### src/rtl/axil_req_arbiter.sv
// Two-requester front end for a single AXI4-Lite master port.
// A round-robin arbiter picks one requester, latches its transaction and
// runs it to completion on the AXI4-Lite port before accepting another.
// Only one AXI transaction is ever outstanding.
module axil_req_arbiter #(
  parameter int ADDR_W = 32,
  parameter int DATA_W = 32
) (
  input  logic                      clk,
  input  logic                      reset,
  input  logic [1:0]                req,
  input  logic [1:0]                we,
  input  logic [2*ADDR_W-1:0]       addr,
  input  logic [2*DATA_W-1:0]       wdata,
  input  logic [2*(DATA_W/8)-1:0]   wstrb,
  output logic [1:0]                done,
  output logic [DATA_W-1:0]         rdata,
  output logic [1:0]                resp,
  output logic                      busy,
  output logic [ADDR_W-1:0]         awaddr,
  output logic                      awvalid,
  input  logic                      awready,
  output logic [DATA_W-1:0]         m_wdata,
  output logic [DATA_W/8-1:0]       m_wstrb,
  output logic                      wvalid,
  input  logic                      wready,
  input  logic [1:0]                bresp,
  input  logic                      bvalid,
  output logic                      bready,
  output logic [ADDR_W-1:0]         araddr,
  output logic                      arvalid,
  input  logic                      arready,
  input  logic [DATA_W-1:0]         m_rdata,
  input  logic [1:0]                rresp,
  input  logic                      rvalid,
  output logic                      rready
);

  localparam int STRB_W = DATA_W / 8;

  typedef enum logic [1:0] {
    IDLE = 2'd0,
    ADDR = 2'd1,
    RESP = 2'd2,
    DONE = 2'd3
  } state_t;

  state_t              state_q;
  state_t              state_d;

  // Last-granted requester; starts at 1 so requester 0 wins the first tie.
  logic                last_gnt;
  logic                win;

  // Latched transaction of the granted requester.
  logic                lat_gnt;
  logic                lat_we;
  logic [ADDR_W-1:0]   lat_addr;
  logic [DATA_W-1:0]   lat_wdata;
  logic [STRB_W-1:0]   lat_wstrb;

  // Per-channel "valid still waiting for ready" flags; they are the valids.
  logic                aw_pend;
  logic                w_pend;
  logic                ar_pend;

  logic                grant;

  assign grant   = (state_q == IDLE) && (|req);

  assign awaddr  = lat_addr;
  assign araddr  = lat_addr;
  assign m_wdata = lat_wdata;
  assign m_wstrb = lat_wstrb;
  assign awvalid = aw_pend;
  assign wvalid  = w_pend;
  assign arvalid = ar_pend;

  // Round-robin pick: a lone requester wins, a tie goes to the one not granted last.
  always_comb begin
    win = 1'b0;
    case (req)
      2'b01:   win = 1'b0;
      2'b10:   win = 1'b1;
      2'b11:   win = ~last_gnt;
      default: win = 1'b0;
    endcase
  end

  // Next-state and state-decoded outputs.
  always_comb begin
    state_d = state_q;
    busy    = 1'b0;
    done    = 2'b00;
    bready  = 1'b0;
    rready  = 1'b0;
    busy    = (state_q != IDLE);
    case (state_q)
      IDLE: begin
        if (|req) state_d = ADDR;
      end
      ADDR: begin
        if (lat_we) begin
          // Both channels must have handshaken, possibly in this very cycle.
          if ((!aw_pend || awready) && (!w_pend || wready)) state_d = RESP;
        end else begin
          if (!ar_pend || arready) state_d = RESP;
        end
      end
      RESP: begin
        bready = lat_we;
        rready = !lat_we;
        if (lat_we ? bvalid : rvalid) state_d = DONE;
      end
      DONE: begin
        done    = lat_gnt ? 2'b10 : 2'b01;
        state_d = IDLE;
      end
      default: state_d = IDLE;
    endcase
  end

  // State register; reset aborts any transaction in flight.
  always_ff @(posedge clk or negedge reset) begin
    if (!reset) begin
      state_q <= IDLE;
    end else begin
      state_q <= state_d;
    end
  end

  // Grant pointer and latched payload; captured only on a grant so later
  // input changes cannot disturb the transaction in flight.
  always_ff @(posedge clk or negedge reset) begin
    if (!reset) begin
      last_gnt  <= 1'b1;
      lat_gnt   <= 1'b0;
      lat_we    <= 1'b0;
      lat_addr  <= '0;
      lat_wdata <= '0;
      lat_wstrb <= '0;
    end else if (grant) begin
      last_gnt  <= win;
      lat_gnt   <= win;
      lat_we    <= we[win];
      lat_addr  <= win ? addr[2*ADDR_W-1:ADDR_W]   : addr[ADDR_W-1:0];
      lat_wdata <= win ? wdata[2*DATA_W-1:DATA_W] : wdata[DATA_W-1:0];
      lat_wstrb <= win ? wstrb[2*STRB_W-1:STRB_W] : wstrb[STRB_W-1:0];
    end
  end

  // Channel valids: raised on entry to ADDR, each dropped on its own handshake.
  always_ff @(posedge clk or negedge reset) begin
    if (!reset) begin
      aw_pend <= 1'b0;
      w_pend  <= 1'b0;
      ar_pend <= 1'b0;
    end else if (grant) begin
      aw_pend <= we[win];
      w_pend  <= we[win];
      ar_pend <= !we[win];
    end else begin
      if (aw_pend && awready) aw_pend <= 1'b0;
      if (w_pend && wready)   w_pend  <= 1'b0;
      if (ar_pend && arready) ar_pend <= 1'b0;
    end
  end

  // Response capture; rdata only updates on reads, both hold until the next capture.
  always_ff @(posedge clk or negedge reset) begin
    if (!reset) begin
      rdata <= '0;
      resp  <= 2'b00;
    end else if (state_q == RESP) begin
      if (lat_we && bvalid) begin
        resp <= bresp;
      end else if (!lat_we && rvalid) begin
        resp  <= rresp;
        rdata <= m_rdata;
      end
    end
  end

endmodule

### config.mk
export PLATFORM = sky130hd
export DESIGN_NAME = axil_req_arbiter
export DESIGN_NICKNAME = d
export VERILOG_FILES = /design/src/rtl/axil_req_arbiter.sv
export SDC_FILE = /design/constraint.sdc
export NUM_CORES = 1
export LEC_CHECK = 0
export ABC_AREA = 1
export ABC_CLOCK_PERIOD_IN_PS = 2100
export CORE_AREA = 2 2 127 129
export CTS_BUF_LIST = sky130_fd_sc_hd__clkbuf_8
export DETAILED_ROUTE_END_ITERATION = 16
export DIE_AREA = 0 0 129 131
export DONT_BUFFER_PORTS = 1
export HOLD_SLACK_MARGIN = 0.15
export SLEW_MARGIN = 10
export SYNTH_ARGS = -nofsm -noshare
export SYNTH_HDL_FRONTEND = slang
export SYNTH_SLANG_ARGS = --single-unit
export TNS_END_PERCENT = 50
### constraint.sdc
create_clock -name clk -period 2.1 [get_ports clk]
set_input_delay 0.315 -clock clk [delete_from_list [all_inputs] [get_ports clk]]
set_output_delay 0.315 -clock clk [all_outputs]
set_load 0.01 [all_outputs]
==> reports/summary.txt, run 1 <==
Gate Count Post-Synth - 624
CTS Buffer Depth - 2
Setup bufs post-CTS - 0
Post-CTS resize count - 0
Outcome - stopped before the end
Mapped Nets - 811
Area of the mapped netlist - 5127 µm²
CTS Hold Bufs - 159
Top cells by area, synth - dfrtp_1 (53%), nand2_1 (17%), a31oi_1 (8.3%)
Share of the synthesized area in the top cell type - 53.20%
Syn_area_per_cell - 8.217 µm²
Cell Rows - 46
Cell accounting for the most synthesized area - dfrtp_1
Run Error - [ERROR RSZ-0060] Max buffer count reached.
Initial core utilization - 32.87%
YS warnings - 0
Register area share after synthesis - 53.71%
CTS buffer count - 9
H-Tree Level Count - 3
Die Width - 129 µm
Final Wtd Congestion - 0.7562
Clk root buf - clkbuf_8
FF+latch count, synth - 110
Port buffer count - 0
TritonCTS sink count - 110
Final HPWL DP - 10070 µm
Synth unique cells - 17
Die Y - 131 µm
Top-level I/O count - 325
Failing step - clock tree synthesis
cell families after synthesis:
group	Yosys count	share of synthesized area, %
adder cells (fa/ha/maj)	4	0.9761
AO/OA/AOI/OAI	81	9.834
AND/OR/NAND/NOR	336	25.60
buffers and inverters	93	9.883
flip-flops	110	53.71
through the flow:
stage               cells  util [%]  setup WS [ns]  hold slack, ns  cell area, µm²
global placement      775     32.38         0.4758         0.02197            5050
detailed placement    775     32.38         0.3352         0.02138            5050
floorplan             624         -         0.6074         0.01941            5127
Yosys cell counts, drive strengths merged:
cell,instances
buf,56
o21ai,9
dfrtp,109
o211ai,1
nor2,70
a21oi,3
clkbuf,16
inv,21
nand3,39
a31oi,68
dfstp,1
ha,4
nand2,227
==> run 2: changes to the inputs <==
CORE_AREA = unset   (was 2 2 127 129)
CORE_MARGIN = 2   (was unset)
CORE_UTILIZATION = 30   (was unset)
CTS_BUF_LIST = unset   (was sky130_fd_sc_hd__clkbuf_8)
DIE_AREA = unset   (was 0 0 129 131)
HOLD_SLACK_MARGIN = unset   (was 0.15)
PLACE_DENSITY_LB_ADDON = 0.15   (was unset)
==> reports/summary.txt, run 2 <==
Outcome - finished, violations left
Failing checks - hold timing
H-Tree Level Count - 3
Routed length per instance - 18.33 µm
R2R Path Start - state_q[1]
Top cells by area, synth - dfrtp_1 (53%), nand2_1 (17%), a31oi_1 (8.3%)
Worst slew margin - 77.65%
PnR worst setup slack - 0.2076 ns
Die area - 18150 µm²
YS warnings - 0
Dpl cells - 780
Top_reg_cell synth - dfrtp_1
CTS tree - yes
Post-route ant nets - 0
Final Setup Violations - 0
CP Class - reg -> out
Synth-to-layout area growth - 4.661%
Comb pwr share - 27.3%
Nature of the critical path endpoint - primary output
Die Width - 134.7 µm
Worst Path Required - 1.78 ns
Number of global-route vias before repair - 3956
Hold Slack - -0.3522 ns
Synth unique cells - 17
WL final - 14590 µm
Global-route wire length before repair - 22100 µm
Clock power frac - 18.6%
Share of the synthesized area in the top cell type - 53.20%
Final hold vios - 110
Worst Tran Pin Value - 0.3353 ns
Max Cap Viol - 0
Critical R2R Capture - wvalid
Max-slew violations - 0
Final period util - 90.11%
Final HPWL DP - 10650 µm
Avg Vias per Cell - 5.025
Reg2reg path depth - 7
Cell accounting for the most synthesized area - dfrtp_1
Final Wtd Congestion - 0.7890
Mapped Nets - 811
Total Power - 8.759 mW
Initial core utilization - 30.81%
TritonCTS sink count - 110
Sequential share of power - 54.1%
Commonest non-fill, non-tap cells in the layout - nand2_1 (226), dfrtp_1 (109), nor2_1 (69)
Non-Filler Instances - 796
Area of the mapped netlist - 5127 µm²
HP Class - in -> async
Critical Path AT - 1.58 ns
Setup bufs post-CTS - 0
Placed cell area - 5087 µm²
Final min period - 1.892 ns
Final core utilization - 32.25%
Setup TNS - 0 ns
Fin nets - 758
Worst Path Max Fanout - 33
Grt total ovfl - 0
Register area share after synthesis - 53.71%
Switch share - 43.73%
Lkg Pwr - 2.472 nW
Top-level I/O count - 325
Cell Rows - 47
Routed via count - 4000
Layout Skew - 0.01154 ns
Most common cell after layout, fill and taps aside - nand2_1
Clock-pin slew on the worst setup and hold paths - 0.08 ns
Pint - 4.928 mW
Clk root buf - clkbuf_16
Share of cells above drive strength 1 - 4.688%
Post-CTS resize count - 0
Port buffer count - 0
Top cells by count, synth - nand2_1 (227), dfrtp_1 (109), nor2_1 (69), a31oi_1 (68), nand3_1 (39)
Fmax achieved - 0.5284 GHz
NetSw - 3.830 mW
Setup crit start kind - register
Place WS - 0.3483 ns
Gate Count Post-Synth - 624
Post-route cell area - 5366 µm²
Count leader, synth - nand2_1
Async set-or-reset flop fraction in the synthesized netlist - 100.0%
FF+latch count, synth - 110
GRT Total Usage - 15.77%
Maximum number of pins on one net before global-route repair - 111
Reg-to-reg slack, setup - 0.37 ns
Core footprint - 16640 µm²
CTS Buffer Depth - 2
Syn_area_per_cell - 8.217 µm²
Unrepaired setup endpoints after global routing - no
Post-synth EDFFs - 0
Post-route DRC - 0
Ant. Diodes - 0
DR iter-0 viols - 249
Worst skew pair latency - 0.35 ns
Die Y - 134.7 µm
Power Density - 1632 nW/µm²
Worst VDD drop - 0.5354 mV
CTS buffer count - 9
Initial antenna violation count - 0
Router iterations before antenna repair - 7
==> run 2: cell counts after synthesis <==
Identical to the previous run, type by type.
==> run 2: worst max path at each step <==
stage | from | endpoint | cells after the start
2_1_floorplan | state_q[0] | araddr[0] | 7
3_3_place_gp | state_q[0] | wvalid | 7
3_5_place_dp | state_q[0] | lat_we | 7
4_1_cts | state_q[0] | rready | 5
5_1_grt | state_q[0] | rready | 5
6_report | state_q[0] | rready | 5
==> run 2: kinds of logic after synthesis <==
logic type	count (synthesis)	share of synthesized area, %
compound gates	81	9.834
fa+ha+maj	4	0.9761
flops	110	53.71
buf+inv	93	9.883
simple gates	336	25.60
==> run 2: critical path: stages (launching register included) <==
cell and delay [ns]:
dfrtp_1 0.41, inv_1 0.10, ha_1 0.19, inv_1 0.09, nor2_2 0.10, buf_4 0.33
==> run 2: power by group through the flow <==
stage	combinational (mW)	sequential, mW	clock [mW]
after global routing	2.82	4.90	1.78
after global placement	2.33	4.81	0
final	2.39	4.74	1.63
after floorplan	2.61	4.24	0
after CTS	2.44	4.78	1.70
after detailed placement	2.44	4.81	0
==> run 2: metal layers <==
layer | up-vias | wire [µm] | GRT usage [%]
met4 | 0 | 494 | 7.719
li1 | 1884 | - | -
met2 | 185 | 7400 | 26.88
met3 | 33 | 1145 | 4.354
met5 | - | 0 | 0
met1 | 1898 | 5553 | 18.27
==> run 2: final cells by class <==
class                   instances  area, µm²
flip-flops and latches        110       2754
clock buffers                  12      246.5
well taps                     220      275.3
inverters                      21      78.83
repair buffers                  8      110.1
clock inverters                 4      32.53
multi-input cells             421       1869
fillers                      1766      11280
(Power assumes the default switching activity.)
==> run 3: changes to the inputs <==
CTS_BUF_LIST = sky130_fd_sc_hd__clkbuf_4 sky130_fd_sc_hd__clkbuf_8 sky130_fd_sc_hd__clkbuf_16   (was unset)
==> reports/summary.txt, run 3 (same netlist as run 2, synthesis figures left out) <==
Routed length per instance - 18.32 µm
Initial core utilization - 30.81%
Final Setup Violations - 0
Failing checks - hold timing
Maximum number of pins on one net before global-route repair - 111
Worst Path Required - 1.78 ns
H-Tree Level Count - 3
Worst slew margin - 77.70%
Clock-pin slew on the worst setup and hold paths - 0.08 ns
CP Class - reg -> out
Lkg Pwr - 2.479 nW
Clk root buf - clkbuf_16
CTS buffer count - 9
TritonCTS sink count - 110
Post-route ant nets - 0
CTS tree - yes
DR iter-0 viols - 287
Fmax achieved - 0.5298 GHz
WL final - 14580 µm
Final HPWL DP - 10650 µm
Setup TNS - 0 ns
Fin nets - 758
Most common cell after layout, fill and taps aside - nand2_1
Ant. Diodes - 0
Final period util - 89.89%
Total Power - 8.772 mW
Router iterations before antenna repair - 5
Final Wtd Congestion - 0.7890
Unrepaired setup endpoints after global routing - no
Max-slew violations - 0
Global-route wire length before repair - 22090 µm
Reg-to-reg slack, setup - 0.37 ns
Final core utilization - 32.29%
Final hold vios - 110
Critical Path Max Stage Delay - 0.41 ns
Grt total ovfl - 0
Die Y - 134.7 µm
Die area - 18150 µm²
Layout Skew - 0.01149 ns
Reg2reg path depth - 7
Hold Slack - -0.3508 ns
Max stage delay cell, worst path - dfrtp_1
Synth-to-layout area growth - 4.807%
Crit-path cells - inv_1, ha_1, inv_1, nor2_2, buf_4
Outcome - finished, violations left
Core footprint - 16640 µm²
Nature of the critical path endpoint - primary output
R2R Path Start - state_q[1]
Die Width - 134.7 µm
Commonest non-fill, non-tap cells in the layout - nand2_1 (226), dfrtp_1 (109), nor2_1 (69)
Most numerous cell on the critical path - inv_1
Worst VDD drop - 0.5353 mV
Power Density - 1632 nW/µm²
Top-level I/O count - 325
Critical Path AT - 1.57 ns
Initial antenna violation count - 0
Avg Vias per Cell - 5.039
GRT Total Usage - 15.77%
Worst Tran Pin Value - 0.3345 ns
Critical R2R Capture - wvalid
Port buffer count - 0
Max Cap Viol - 0
Worst Path Max Fanout - 33
Routed via count - 4011
Share of cells above drive strength 1 - 5.035%
Setup crit start kind - register
CTS Buffer Depth - 2
HP Class - in -> async
Number of global-route vias before repair - 3955
Post-route DRC - 0
Worst skew pair latency - 0.35 ns
Cell Rows - 47
Final min period - 1.888 ns
## run 3: cell count changes in the layout (fill, tap and decap cells not counted)
| cell | delta |
|---|---|
| clkbuf_4 | +2 |
| clkbuf_1 | -2 |
## run 3: cell type report
| class | instances | area (µm²) |
|---|---|---|
| clock inverter | 4 | 32.53 |
| inverter | 21 | 78.83 |
| timing repair buffer | 8 | 110.1 |
| multi-input combinational | 421 | 1869 |
| clock buffer | 12 | 254.0 |
| fill | 1764 | 11270 |
| sequential | 110 | 2754 |
| tap | 220 | 275.3 |
## run 3: worst max-delay path by stage
stage,startpoint,endpoint,slack (ns),cells after the start
after floorplan,state_q[0],araddr[0],0.61,7
after global placement,state_q[0],wvalid,0.45,7
after detailed placement,state_q[0],lat_we,0.35,7
after CTS,state_q[0],rready,0.16,5
after global routing,state_q[0],rready,0.05,5
final,state_q[0],rready,0.21,5
## run 3: layer usage
| metal | share of wire (%) | GRT usage, % | vias up | wire [µm] |
|---|---|---|---|---|
| met5 | 0 | 0 | - | 0 |
| met4 | 3.4 | 7.719 | 0 | 493 |
| met3 | 8.2 | 4.354 | 33 | 1193 |
| met2 | 51 | 26.85 | 192 | 7387 |
| met1 | 38 | 18.29 | 1897 | 5506 |
| li1 | - | - | 1889 | - |
## run 3: metrics by stage
stage,instances,setup slack (ns),cell area (µm²)
3_3_place_gp,780,0.4457,5087
5_1_grt,796,0.05104,5374
2_1_floorplan,624,0.6074,5127
4_1_cts,796,0.1622,5374
6_report,796,0.2124,5374
3_5_place_dp,780,0.3483,5087
## run 3: critical path: cells and delay by family, from the launching register on
family	cells	cell delay, ns
flip-flops	1	0.41
adder cells (fa/ha/maj)	1	0.19
AND/OR/NAND/NOR	1	0.10
buffers and inverters	3	0.52
## run 3: repair_timing
item / in CTS / in global routing
buffers inserted: 0 / 0
endpoints found under the hold margin: 110 / 110
resized for setup: 0 / 0
setup endpoints to repair: 0 / 0
## run 3: where the power goes
part | internal (mW) | total [mW] | switching, mW
sequential | 3.17 | 4.73 | 1.56
clock | 0.870 | 1.65 | 0.779
combinational | 0.915 | 2.39 | 1.47
==> run 4: changes to the inputs <==
PLACE_DENSITY = 0.45   (was unset)
PLACE_DENSITY_LB_ADDON = unset   (was 0.15)
==> reports/summary.txt, run 4 (same netlist as run 2, synthesis figures left out) <==
Outcome - finished, violations left
Failing checks - hold timing
Number of global-route vias before repair - 3960
Power Density - 1670 nW/µm²
Die area - 18150 µm²
Routed length per instance - 18.20 µm
Cell Rows - 47
Critical Path AT - 1.60 ns
Unrepaired setup endpoints after global routing - no
Synth-to-layout area growth - 5.954%
Post-route DRC - 0
Max-slew violations - 0
Top-level I/O count - 325
Most common cell after layout, fill and taps aside - nand2_1
Post-CTS resize count - 0
H-Tree Level Count - 3
Grt total ovfl - 0
Fin nets - 760
PnR worst setup slack - 0.1859 ns
CTS buffer count - 9
Avg Vias per Cell - 5.069
Setup bufs post-CTS - 0
WL final - 14540 µm
Final Setup Violations - 0
Post-route ant nets - 0
Clock-pin slew on the worst setup and hold paths - 0.08 ns
HP Class - in -> async
Layout Skew - 0.005901 ns
Core footprint - 16640 µm²
Worst Path Required - 1.78 ns
Maximum number of pins on one net before global-route repair - 111
Place WS - 0.2836 ns
Fmax achieved - 0.5224 GHz
Nature of the critical path endpoint - primary output
Worst VDD drop - 0.6454 mV
Setup TNS - 0 ns
DR iter-0 viols - 253
Reg area - 2754 µm²
Final hold vios - 110
Final HPWL DP - 10690 µm
Multi-input gate area - 1869 µm²
Hold Slack - -0.3477 ns
Die Width - 134.7 µm
Total Power - 9.071 mW
Worst slew margin - 64.99%
Reg2reg path depth - 8
CP Class - reg -> out
Filler instances - 1732
Worst Tran Pin Value - 0.5244 ns
TritonCTS sink count - 110
Clk root buf - clkbuf_16
Global-route wire length before repair - 21960 µm
Initial antenna violation count - 1
CTS tree - yes
Final period util - 91.15%
Worst Path Max Fanout - 33
Placed cell area - 5102 µm²
Final min period - 1.914 ns
Final Wtd Congestion - 0.8204
Commonest non-fill, non-tap cells in the layout - nand2_1 (226), dfrtp_1 (109), nor2_1 (69)
Routed via count - 4050
Initial core utilization - 30.81%
GRT Total Usage - 15.62%
Worst skew pair latency - 0.35 ns
CTS Buffer Depth - 2
Setup crit start kind - register
Max Cap Viol - 0
Lkg Pwr - 2.515 nW
Post-route cell area - 5433 µm²
Die Y - 134.7 µm
Port buffer count - 0
Router iterations before antenna repair - 6
Share of cells above drive strength 1 - 5.363%
==> run 4: worst paths after layout <==
kind                                  start          to  slack [ns]
min in group clk                m_rdata[20]   rdata[20]        0.10
max in group asynchronous             reset  m_wdata[0]        2.25
worst min-delay path                  reset    rdata[4]       -0.35
worst max register to register   state_q[0]  araddr[15]        0.28
worst max-delay path             state_q[0]      rready        0.19
worst min register to register     last_gnt    last_gnt        0.49
==> run 4: final cells by class <==
class / count / area share, %
sequential: 110 / 50.69
multi-input combinational: 421 / 34.41
tap: 220 / 5.067
clock buffer: 9 / 4.146
timing repair buffer: 10 / 2.303
clock inverter: 7 / 1.889
inverter: 21 / 1.451
antenna: 1 / 0.04606
==> run 4: where the power goes <==
group / internal (mW) / switching, mW / total (mW)
clock network: 1.07 / 0.833 / 1.90
logic: 0.947 / 1.49 / 2.44
registers: 3.17 / 1.57 / 4.73
==> run 4: metal layers <==
| layer | vias to the layer above | global-route usage, % | routed length (µm) |
|---|---|---|---|
| li1 | 1896 | - | - |
| met3 | 35 | 4.955 | 1224 |
| met4 | 0 | 7.719 | 480 |
| met2 | 196 | 25.41 | 7080 |
| met1 | 1923 | 18.67 | 5758 |
| met5 | - | 0 | 0 |
==> run 4: stage by stage <==
step / std cells / hold WS [ns] / utilization (%)
after floorplan: 624 / 0.01941 / -
after global placement: 782 / 0.02193 / 30.66
after detailed placement: 782 / 0.02291 / 30.66
after CTS: 798 / -0.3705 / 32.63
after global routing: 798 / -0.3781 / 32.63
final: 799 / -0.3477 / 32.64
==> run 4: critical path, stage by stage (launching register included) <==
cell,delay [ns]
dfrtp_1,0.41
inv_1,0.10
ha_1,0.20
inv_1,0.09
nor2_2,0.10
buf_4,0.33
